File: src/rtl/cpu_hazard_pkg.sv
// Shared definitions for the hazard control unit: stall-reason encoding and
// the default register-specifier width.
package cpu_hazard_pkg;

    localparam int DEFAULT_REG_AW = 4;

    typedef enum logic [1:0] {
        RSN_RUN      = 2'd0,
        RSN_LOAD_USE = 2'd1,
        RSN_BRANCH   = 2'd2,
        RSN_FREEZE   = 2'd3
    } stall_reason_e;

endpackage

File: src/rtl/sat_counter.sv
// Saturating up-counter with synchronous clear; clear wins over increment.
module sat_counter #(
    parameter int W = 16
) (
    input  logic         clk,
    input  logic         rst,
    input  logic         clr,
    input  logic         inc,
    output logic [W-1:0] q
);

    logic [W-1:0] q_q, q_d;

    always_comb begin
        q_d = q_q;
        if (clr) begin
            q_d = '0;
        end else if (inc && (q_q != '1)) begin
            q_d = q_q + W'(1);
        end
    end

    always_ff @(posedge clk) begin
        if (rst) begin
            q_q <= '0;
        end else begin
            q_q <= q_d;
        end
    end

    assign q = q_q;

endmodule

File: src/rtl/hazard_ctrl_unit.sv
// Pipeline hazard controller: load-use / branch-operand stalls, memory-busy
// freeze and taken-branch flush, with a registered stall-reason FSM, counters and watchdog.
module hazard_ctrl_unit
    import cpu_hazard_pkg::*;
#(
    parameter int REG_AW          = DEFAULT_REG_AW,
    parameter int ZERO_REG_IGNORE = 1,
    parameter int BR_CHK_MEMWB    = 1,
    parameter int CNT_W           = 16,
    parameter int TIMEOUT         = 255
) (
    input  logic              clk,
    input  logic              rst,
    input  logic [REG_AW-1:0] id_ex_rs,
    input  logic [REG_AW-1:0] id_ex_rt,
    input  logic [REG_AW-1:0] ex_mem_rd,
    input  logic              ex_mem_regwrite,
    input  logic              ex_mem_memread,
    input  logic [REG_AW-1:0] mem_wb_rd,
    input  logic              mem_wb_regwrite,
    input  logic              if_id_branch,
    input  logic [REG_AW-1:0] if_id_rs,
    input  logic [REG_AW-1:0] if_id_rt,
    input  logic              branch_taken,
    input  logic              mem_busy,
    input  logic              cnt_clr,
    output logic              pc_we,
    output logic              if_id_we,
    output logic              id_ex_bubble,
    output logic              if_id_flush,
    output logic              freeze,
    output logic [1:0]        stall_reason,
    output logic [CNT_W-1:0]  lu_cnt,
    output logic [CNT_W-1:0]  br_cnt,
    output logic [CNT_W-1:0]  frz_cnt,
    output logic              timeout_err
);

    localparam logic [CNT_W-1:0] TIMEOUT_V = CNT_W'(TIMEOUT);

    function automatic logic reg_match(input logic [REG_AW-1:0] d, input logic [REG_AW-1:0] s);
        return (d == s) && ((ZERO_REG_IGNORE == 0) || (d != '0));
    endfunction

    logic          lu_haz, br_haz, br_exmem, br_memwb;
    stall_reason_e state_q, state_d;
    logic [CNT_W-1:0] wd_q, wd_d;
    logic          err_q, err_d;

    assign lu_haz   = ex_mem_memread &&
                      (reg_match(ex_mem_rd, id_ex_rs) || reg_match(ex_mem_rd, id_ex_rt));
    assign br_exmem = ex_mem_regwrite &&
                      (reg_match(ex_mem_rd, if_id_rs) || reg_match(ex_mem_rd, if_id_rt));
    assign br_memwb = (BR_CHK_MEMWB != 0) && mem_wb_regwrite &&
                      (reg_match(mem_wb_rd, if_id_rs) || reg_match(mem_wb_rd, if_id_rt));
    assign br_haz   = if_id_branch && (br_exmem || br_memwb);

    // Controls are purely combinational; the taken-branch flush only applies when nothing stalls.
    always_comb begin
        pc_we        = 1'b1;
        if_id_we     = 1'b1;
        id_ex_bubble = 1'b0;
        if_id_flush  = 1'b0;
        freeze       = 1'b0;
        state_d      = RSN_RUN;
        if (mem_busy) begin
            pc_we    = 1'b0;
            if_id_we = 1'b0;
            freeze   = 1'b1;
            state_d  = RSN_FREEZE;
        end else if (lu_haz || br_haz) begin
            pc_we        = 1'b0;
            if_id_we     = 1'b0;
            id_ex_bubble = 1'b1;
            state_d      = lu_haz ? RSN_LOAD_USE : RSN_BRANCH;
        end else if (branch_taken) begin
            if_id_flush = 1'b1;
        end
    end

    // Watchdog saturates at TIMEOUT so a long freeze cannot wrap it back below the threshold.
    always_comb begin
        wd_d  = '0;
        err_d = err_q;
        if (cnt_clr) begin
            err_d = 1'b0;
        end else if (mem_busy) begin
            wd_d = (wd_q >= TIMEOUT_V) ? TIMEOUT_V : wd_q + CNT_W'(1);
            if (wd_d >= TIMEOUT_V) begin
                err_d = 1'b1;
            end
        end
    end

    always_ff @(posedge clk) begin
        if (rst) begin
            state_q <= RSN_RUN;
            wd_q    <= '0;
            err_q   <= 1'b0;
        end else begin
            state_q <= state_d;
            wd_q    <= wd_d;
            err_q   <= err_d;
        end
    end

    sat_counter #(.W(CNT_W)) u_lu_cnt (
        .clk (clk),
        .rst (rst),
        .clr (cnt_clr),
        .inc (state_d == RSN_LOAD_USE),
        .q   (lu_cnt)
    );

    sat_counter #(.W(CNT_W)) u_br_cnt (
        .clk (clk),
        .rst (rst),
        .clr (cnt_clr),
        .inc (state_d == RSN_BRANCH),
        .q   (br_cnt)
    );

    sat_counter #(.W(CNT_W)) u_frz_cnt (
        .clk (clk),
        .rst (rst),
        .clr (cnt_clr),
        .inc (state_d == RSN_FREEZE),
        .q   (frz_cnt)
    );

    assign stall_reason = state_q;
    assign timeout_err  = err_q;

endmodule

File: config.mk
export PLATFORM = sky130hd
export DESIGN_NAME = hazard_ctrl_unit
export DESIGN_NICKNAME = d
export VERILOG_FILES = /design/src/rtl/cpu_hazard_pkg.sv /design/src/rtl/sat_counter.sv /design/src/rtl/hazard_ctrl_unit.sv
export SDC_FILE = /design/constraint.sdc
export NUM_CORES = 1
export LEC_CHECK = 0
export ABC_AREA = 0
export CAP_MARGIN = 30
export CORE_MARGIN = 3
export CORE_UTILIZATION = 30
export CTS_BUF_LIST = sky130_fd_sc_hd__clkbuf_16
export CTS_CLUSTER_SIZE = 30
export DETAILED_ROUTE_END_ITERATION = 8
export GPL_TIMING_DRIVEN = 0
export HOLD_SLACK_MARGIN = 0.06
export SKIP_CTS_REPAIR_TIMING = 1
export SLEW_MARGIN = 10
export SYNTH_ARGS = -nofsm -noshare
export SYNTH_HDL_FRONTEND = slang
export SYNTH_SLANG_ARGS = --single-unit
File: constraint.sdc
create_clock -name clk -period 2.3 [get_ports clk]
set_clock_uncertainty 0.05 [all_clocks]
set_input_delay 0.23 -clock clk [delete_from_list [all_inputs] [get_ports clk]]
set_output_delay 0.23 -clock clk [all_outputs]
set_load 0.03 [all_outputs]
Word-level counts from Yosys, hierarchy flattened
Cells that the tools add are included.
- flip-flop bits (word level): 67
- input bits: 33
- output and inout bits: 56
- word-level logic and storage cells: 60
- add/subtract/negate cells: 4
- magnitude comparators: 2
- equality and inequality tests: 12
- muxes and demuxes: 12
- bitwise operators: 1
- reductions and logical operators: 23
- operator list (kind ; number):
    16-bit by 1-bit adder with 16-bit output (second input constant) ; 4
    16-bit inequality test (second input constant) ; 3
    16-bit by 8-bit greater-or-equal comparator with 1-bit output (second input constant) ; 2
    4-bit equality test ; 6
    16-bit 2-to-1 mux ; 1
    1-bit logical AND ; 13
    1-bit 2-to-1 mux ; 8
    4-bit nonzero test ; 2
    2-bit 2-to-1 mux ; 3
    1-bit logical OR ; 5
    2-bit equality test (second input constant) ; 2
    3-bit OR reduction ; 1
    2-bit by 1-bit equality test with 1-bit output (second input constant) ; 1
    2-bit AND reduction ; 1
    2-bit OR reduction ; 1
    1-bit NOT ; 1

Depth between registers and ports, before layout
- word-level depth: 11
- mapped depth: 8
- gate-level depth less buffers: 7

Hierarchy
Synthesis repeated with hierarchy kept, for this count alone.
- cells, all modules: 426
- area total of the unflattened synthesis: 3852.4 sq um
- by module, submodules not included (module ; times used ; cells each ; area an instance (sq um) ; seq. area each (sq um)):
    sat_counter ; 3 ; 102 ; 917.1 ; 320.3
    hazard_ctrl_unit ; 1 ; 120 ; 1101.1 ; 380.4

Least setup slack after synthesis
No wires, ideal clock.
- kind: input -> output
- from: in mem_wb_rd[0]
- to: out pc_we
- arrival time: 2271 ps
- required time: 2020 ps
- slack: -251 ps
- stages: 6
- buffers on the path: 2
- cell sequence: or4_1 o2111ai_1 o31ai_1 buf_2 nor3_1 buf_4
- longest elaborated chain between the ends: 9
- elaborated cells between the ends (all ways): 12
- classes of those cells: eq/ne: 2; mux: 2; reduce/logical: 8
- RTL lines (what ; line ; source):
    start, declared ; hazard_ctrl_unit.sv:19 ; input logic [REG_AW-1:0] mem_wb_rd,
    4-bit equality test or 4-bit nonzero test (tied branches) ; hazard_ctrl_unit.sv:42 ; return (d == s) && ((ZERO_REG_IGNORE == 0) || (d != '0));
    1-bit logical AND ; hazard_ctrl_unit.sv:42 ;
    1-bit logical OR * ; hazard_ctrl_unit.sv:55 ; (reg_match(mem_wb_rd, if_id_rs) || reg_match(mem_wb_rd, if_id_rt));
    1-bit logical AND * ; hazard_ctrl_unit.sv:54 ; assign br_memwb = (BR_CHK_MEMWB != 0) && mem_wb_regwrite &&
    1-bit logical OR * ; hazard_ctrl_unit.sv:56 ; assign br_haz = if_id_branch && (br_exmem || br_memwb);
    1-bit logical AND * ; hazard_ctrl_unit.sv:56 ;
    1-bit logical OR * ; hazard_ctrl_unit.sv:71 ; end else if (lu_haz || br_haz) begin
    1-bit 2-to-1 mux * (2 in series) ; - ;
    end, declared ; hazard_ctrl_unit.sv:27 ; output logic pc_we,
Mark *: on every way between the ends. The rest lies on a longest branch, timed or not.

Worst setup path in the final report
- from: in id_ex_rs[3]
- to: reg u_br_cnt.q_q[11] (netlist: u_br_cnt.q[11])
- longest elaborated chain between the ends: 9
- elaborated cells between the ends (all ways): 10
- classes of those cells: eq/ne: 2; mux: 3; reduce/logical: 5
- RTL lines (what ; line ; source):
    start, declared ; hazard_ctrl_unit.sv:14 ; input logic [REG_AW-1:0] id_ex_rs,
    4-bit equality test * ; hazard_ctrl_unit.sv:42 ;
    1-bit logical AND * ; hazard_ctrl_unit.sv:42 ;
    1-bit logical OR * ; hazard_ctrl_unit.sv:51 ; (reg_match(ex_mem_rd, id_ex_rs) || reg_match(ex_mem_rd, id_ex_rt));
    1-bit logical AND * ; hazard_ctrl_unit.sv:50 ; assign lu_haz = ex_mem_memread &&
    2-bit 2-to-1 mux or 1-bit logical OR (tied branches) ; hazard_ctrl_unit.sv:75, hazard_ctrl_unit.sv:71 ;
    2-bit 2-to-1 mux * ; hazard_ctrl_unit.sv:71 ;
    2-bit 2-to-1 mux * ; hazard_ctrl_unit.sv:66 ; if (mem_busy) begin
    2-bit equality test * ; hazard_ctrl_unit.sv:119 ; .inc (state_d == RSN_BRANCH),
    1-bit logical AND * ; sat_counter.sv:18 ; end else if (inc && (q_q != '1)) begin
    end signal, assigned ; sat_counter.sv:27 ; q_q <= q_d;
    end, declared ; sat_counter.sv:12 ; logic [W-1:0] q_q, q_d;
Marked as above.
A chain may end at the register's enable or synchronous reset.

==> key figures <==
Timing
  • Slew headroom: 0.584
  • Tcrit/Tclk final: 0.956
  • Final setup vio count: 0
  • Slew Limit Fails: 0
  • Sum Neg Setup Slack: 0 ns
  • Slew @ Worst Pin: 0.620 ns
  • FMAX: about 450 MHz
  • Minimum clock period: 2.20 ns
  • Final Hold Viols: 0

Worst setup path
  • Critical Path RT: 2.50 ns
  • CP Capture Type: flop
  • Crit Path Max Fanout: 10
  • Critical R2R Launch: u_br_cnt.q[3]
  • Startpoint Class: primary input
  • Crit path DAT: 2.40 ns
  • Reg-to-Reg End: u_br_cnt.q[13]
  • Reg2reg setup slack: 0.15 ns
  • Reg2reg path depth: 6
  • Worst Setup Path Type: in2reg

Placement
  • GP Congestion: approximately 0.8
  • Input/output buffers: 84
  • DP HPWL: 6.82 mm
  • Placed Area: 4410 sq um

Logic synthesis
  • Fraction of registers with async set/reset: 0
  • Seq/Total Area, Yosys: 0.399
  • Largest cells by area after synthesis: dfxtp_1 (40%), xor2_1 (8.6%), xnor2_1 (5.5%), nor2_1 (5.4%), nand2_1 (3.6%)
  • Mapped Area: 3360 sq um
  • Yosys warns: 0
  • Top-area cell type share of the netlist area: 0.399
  • Synth unique cells: 45
  • Most common flop cell mapped by yosys: dfxtp_1
  • Post-synth top area cell: dfxtp_1
  • Post-synthesis cell count: 393
  • Number of synthesized flops with an enable pin: 0
  • Synth Area per Inst: 8.56 sq um
  • Most frequent cell after synthesis: dfxtp_1
  • Post-synth top cells: dfxtp_1 (67), nor2_1 (48), xor2_1 (33), nand2_1 (32)
  • Synth Register Bits: 67

Finish
  • Share of cells above drive strength 1: 0.129
  • Antenna fix cells: 0
  • P&R area growth vs syn: 47.1%
  • NumNets Final: 543
  • Final core occ: 0.454
  • Final std cell area, no fill: 4950 sq um

Clock network
  • Clock Tree Root: clkbuf_16
  • CTS H-tree depth: 3
  • Worst-Skew Late Latency: 0.33 ns
  • Clock Tree Buf Depth: 2
  • TritonCTS clock tree: done
  • Cts bufs inserted: 9
  • Sink Count: 67
  • Clock slew at reported path FFs: 0.05 ns

Floorplan
  • Die Ht: around 110 um
  • Die W: 112 um
  • Die area: 12500 sq um
  • Cell Rows: 38
  • Initial Util: 0.309
  • Total I/O pin count: between 80 and 90
  • Core area: 10900 sq um

Min path
  • Hold path depth: 1
  • Hold_sp: timeout_err
  • Worst Hold Class: reg2reg
  • Hold endpoint: timeout_err

Route
  • Residual DRC count: 0
  • Post-DR vias/cell: 5.02
  • Final wirelength: around 9.5 mm
  • DR vias: 3267
  • Antenna Nets Post-Route: 0
  • Routed wire per std cell: between 10 and 15 um
  • Starting DRT DRC Count: 122
  • Initial DRT Pass Iterations: 4

Power
  • Maximum vdd ir drop: 295 uV
  • Power per cell area: 571 nW/um^2
  • Lkg Pwr: about 1.8 nW

GRT
  • First-pass GRT wire length: 15.0 mm
  • Total grt overflow: 0
  • Overall routing resource usage: 0.146
  • Antenna violations before repair: 0
  • Vias in the first global route: 3087
  • Largest net degree at the start of global routing: 13

Job
  • # Max-Cap Violations: 0

Status
  • Status: completed
-- report_power, final --
part | switching (mW) | total (mW) | leakage, nW | internal, mW
registers | 0.0123 | 1.19 | 0.545 | 1.18
clock network | 0.505 | 1.34 | 0.147 | 0.836
logic | 0.159 | 0.292 | 1.13 | 0.134
-- routing by layer --
metal / vias to the layer above / global-route usage / wire, um
met1: 1536 / 0.187 / 4250
met2: 92 / 0.244 / 4690
met5: - / 0 / 0
li1: 1627 / - / -
met3: 12 / 0.0408 / 426
met4: 0 / 0.0373 / 116
-- how the worst max path moves through the flow --
stage / from / end / slack (ns) / cells past startpoint
global route: id_ex_rs[3] / u_br_cnt.q[11] / -0.006 / 9
floorplan: mem_wb_rd[0] / pc_we / 0.06 / 6
finish: id_ex_rs[3] / u_br_cnt.q[11] / 0.10 / 9
global placement: if_id_rt[0] / id_ex_bubble / -1.19 / 9
CTS: if_id_rt[1] / id_ex_bubble / -1.18 / 9
detailed placement: if_id_rt[1] / id_ex_bubble / -1.13 / 9
-- final cells by class --
| cell class | count | area, sq um |
|---|---|---|
| Multi-Input combinational cell | 306 | 2060 |
| Inverter | 7 | 26.3 |
| Buffer | 20 | 119 |
| Tap cell | 140 | 175 |
| Clock inverter | 7 | 68.8 |
| Timing Repair Buffer | 95 | 936 |
| Clock buffer | 9 | 225 |
| Fill cell | 1039 | 5940 |
| Sequential cell | 67 | 1340 |
-- flip-flops by register name, summed over array words and instances, names as in the netlist --
register	count
stall_reason	2
u_frz_cnt.q	16
u_br_cnt.q	16
wd_q	16
timeout_err	1
u_lu_cnt.q	16
-- kinds of logic (layout without fill, tap and decap cells) --
| family | Yosys count | count (layout) | synth area share |
|---|---|---|---|
| and+or+nand+nor | 179 | 179 | 0.277 |
| DFF | 67 | 67 | 0.399 |
| xor gates and xnor gates | 54 | 54 | 0.141 |
| AOI/OAI and AO/OA | 53 | 53 | 0.105 |
| buffers and inverters | 27 | 138 | 0.0391 |
| muxes | 8 | 8 | 0.0238 |
| adders and majority gates | 4 | 4 | 0.0149 |
| other | 1 | 8 | 0.00112 |
-- worst max-delay path, cell delays in order --
cell	delay (ns)
clkdlybuf4s50_1	0.42
xnor2_1	0.13
nand4_1	0.20
a21oi_4	0.12
buf_4	0.17
or3_4	0.37
buf_6	0.15
or4_1	0.46
a21oi_1	0.14
-- stage by stage --
step | hold WS (ns) | worst slack (ns) | std cells | power [mW]
floorplan | 0.357 | 0.0587 | 400 | 1.36
global placement | 0.419 | -1.19 | 624 | 1.48
detailed placement | 0.420 | -1.13 | 624 | 1.48
CTS | 0.441 | -1.18 | 640 | 2.83
global route | 0.456 | -0.00580 | 651 | 2.93
finish | 0.434 | 0.100 | 651 | 2.83
-- cell usage in the layout, fill, tap and decap left out, types with 4 or more instances in the layout --
cell and count:
conb_1 8, buf_4 15, a211oi_1 4, nand2_1 31, clkbuf_16 9, and3_1 6, nor2_1 47, a21oi_1 18
nand3_1 21, o21ai_0 8, dfxtp_1 67, clkbuf_2 4, dlymetal6s2s_1 12, or3_1 14, xnor2_1 21, nor3_1 7
clkbuf_1 8, nand4b_1 4, clkdlybuf4s50_1 68, nor4_1 6, ha_1 4, buf_2 4, nor4_2 4, xor2_1 33
inv_1 8, mux2i_1 8, nand4_1 17
Power figures use the tool's default switching activity.
==> patch: new RTL, config.mk and constraints unchanged <==
`ZERO_REG_IGNORE`: 1 -> 0.
--- a/src/rtl/hazard_ctrl_unit.sv
+++ b/src/rtl/hazard_ctrl_unit.sv
@@ -4,7 +4,7 @@
     import cpu_hazard_pkg::*;
 #(
     parameter int REG_AW          = DEFAULT_REG_AW,
-    parameter int ZERO_REG_IGNORE = 1,
+    parameter int ZERO_REG_IGNORE = 0,
     parameter int BR_CHK_MEMWB    = 1,
     parameter int CNT_W           = 16,
     parameter int TIMEOUT         = 255
Formal check against the unedited RTL: not equivalent (Yosys sat finds a counterexample within 4 cycles, from zero or initial values and one cycle with rst high).
==> patch against the original RTL <==
- the flow now finishes with violations (setup timing)
- area after synthesis is 0.26% higher
- sequential cell count stayed put
- register-to-register slack worse by 40 ps
- utilization is 0.62 points lower
- routed wire length is 1.9% higher
- via count is 0.58% higher
- worst setup slack worse by 150 ps
- sequential share of layout area is 0.26 points higher
- power is 1.5% lower
- design area is 0.94% lower
- critical path type is now in2out
- largest cell class unchanged
- highest routed layer unchanged
==> patch: results (changes against the original RTL) <==
Status: complete, but fails checks
Violations in the final reports: setup timing
Commonest cells in the synthesized netlist: 67 x sky130_fd_sc_hd__dfxtp_1, 45 x sky130_fd_sc_hd__nor2_1, 33 x sky130_fd_sc_hd__nand2_1
Arrival time at the worst endpoint: 2070 ps (-330 ps)
Logic depth of the worst register-to-register path: 7 (+1)
Total via count after detailed routing: 3286 (+0.58%)
Cell area after placement: 4454 sq um (+0.94%)
Pin count of the biggest net entering global routing: 11 (-2)
FF-to-FF setup slack: 110 ps (-40 ps)
First-pass GRT wire length: 15.19 mm (+1.1%)
Post-layout worst setup margin: -47.33 ps (-147.6 ps)
Final count of negative-setup-slack endpoints: 2 (+2)
Via count of the first global-routing pass: 3072 (-0.49%)
Critical R2R Capture: u_br_cnt.q[11]
Total detailed-routing wirelength: 9.655 mm (+1.9%)
Standby leakage power: 1.819 nW (about the same)
Launch point of the worst path: id_ex_rs[0]
Worst voltage drop across the vdd grid: 0.3469 mV (+18%)
Final nets: 537 (-1.1%)
Slew headroom: 52.30% (-6.1 points)
HPWL reported at the end of detailed placement: 6.886 mm (+1.0%)
Shortest clock period the worst path allows after layout: 2347 ps (+147.6 ps)
Number of library cell types mapped by synthesis: 48 (+6.7%)
Cell types occupying the most area after synthesis: sky130_fd_sc_hd__dfxtp_1 40%, sky130_fd_sc_hd__xor2_1 7.3%, sky130_fd_sc_hd__xnor2_1 6.5%
Fill count: 1101 (+6.0%)
Share of final-layout standard cells stronger than drive strength 1: 10.52% (-2.4 points)
Switching share of power: 23.50% (-0.43 points)
[patch: final cells by class]
cell class	instances	area, sq um	share of cell area, %
Clock buffer	9	225.2	4.595
Buffer	13	87.58	1.787
Sequential cell	67	1341	27.37
Tap cell	140	175.2	3.574
Timing Repair Buffer	93	938.4	19.15
Multi-Input combinational cell	310	2061	42.05
Clock inverter	6	50.05	1.021
Inverter	6	22.52	0.4595
[patch: how the worst min path moves through the flow]
| stage | startpoint | end | slack [ps] | depth (start not counted) |
|---|---|---|---|---|
| after floorplan | rst | stall_reason[0] | 250 | 1 |
| after global placement | wd_q[0] | wd_q[0] | 410 | 1 |
| after detailed placement | timeout_err | timeout_err | 430 | 1 |
| after CTS | wd_q[0] | wd_q[0] | 440 | 1 |
| after global routing | wd_q[0] | wd_q[0] | 470 | 1 |
| final | wd_q[0] | wd_q[0] | 430 | 1 |
[patch: critical path, cell delays in order]
cell and delay (ps):
sky130_fd_sc_hd__clkdlybuf4s50_1 420, sky130_fd_sc_hd__xor2_1 190, sky130_fd_sc_hd__nor4_4 410, sky130_fd_sc_hd__o21a_2 230, sky130_fd_sc_hd__buf_6 150, sky130_fd_sc_hd__nor2_1 90, sky130_fd_sc_hd__and3_1 180, sky130_fd_sc_hd__buf_2 170
[patch: power groups by stage]
stage	sequential [mW]	clock [mW]	combinational [mW]
after floorplan	1.22	0	0.133
after global placement	1.22	0	0.271
after detailed placement	1.22	0	0.275
after CTS	1.19	1.32	0.278
after global routing	1.19	1.37	0.321
final	1.19	1.29	0.299
[patch: cell families (layout without fill, tap and decap cells)]
logic type                 after synthesis  after routing  share of synthesized area [%]
and+or+nand+nor                        183            183                          29.24
DFF                                     67             67                          39.78
AOI/OAI and AO/OA                       56             56                          11.35
xor gates and xnor gates                53             53                          13.77
buffers and inverters                   20            127                          2.486
muxes                                    6              6                          1.781
adders and majority gates                4              4                          1.484
other                                    1              8                         0.1112
[patch: per-stage QoR]
stage | worst slack, ps | std cells | setup TNS, ps
finish | -47.33 | 644 | -61.69
global route | -99.51 | 644 | -390.3
CTS | -1110 | 640 | -5965
detailed placement | -1091 | 625 | -18710
global placement | -1078 | 625 | -17470
floorplan | 100.7 | 397 | 0
[patch: metal layers]
metal / vias up / track usage [%] / wire length (um) / share of wire (%)
met5: - / 0 / 0 / 0
met4: 0 / 5.048 / 174 / 1.8
met3: 15 / 3.935 / 566 / 5.9
met2: 95 / 24.10 / 4492 / 47
met1: 1561 / 18.89 / 4421 / 46
li1: 1615 / - / - / -
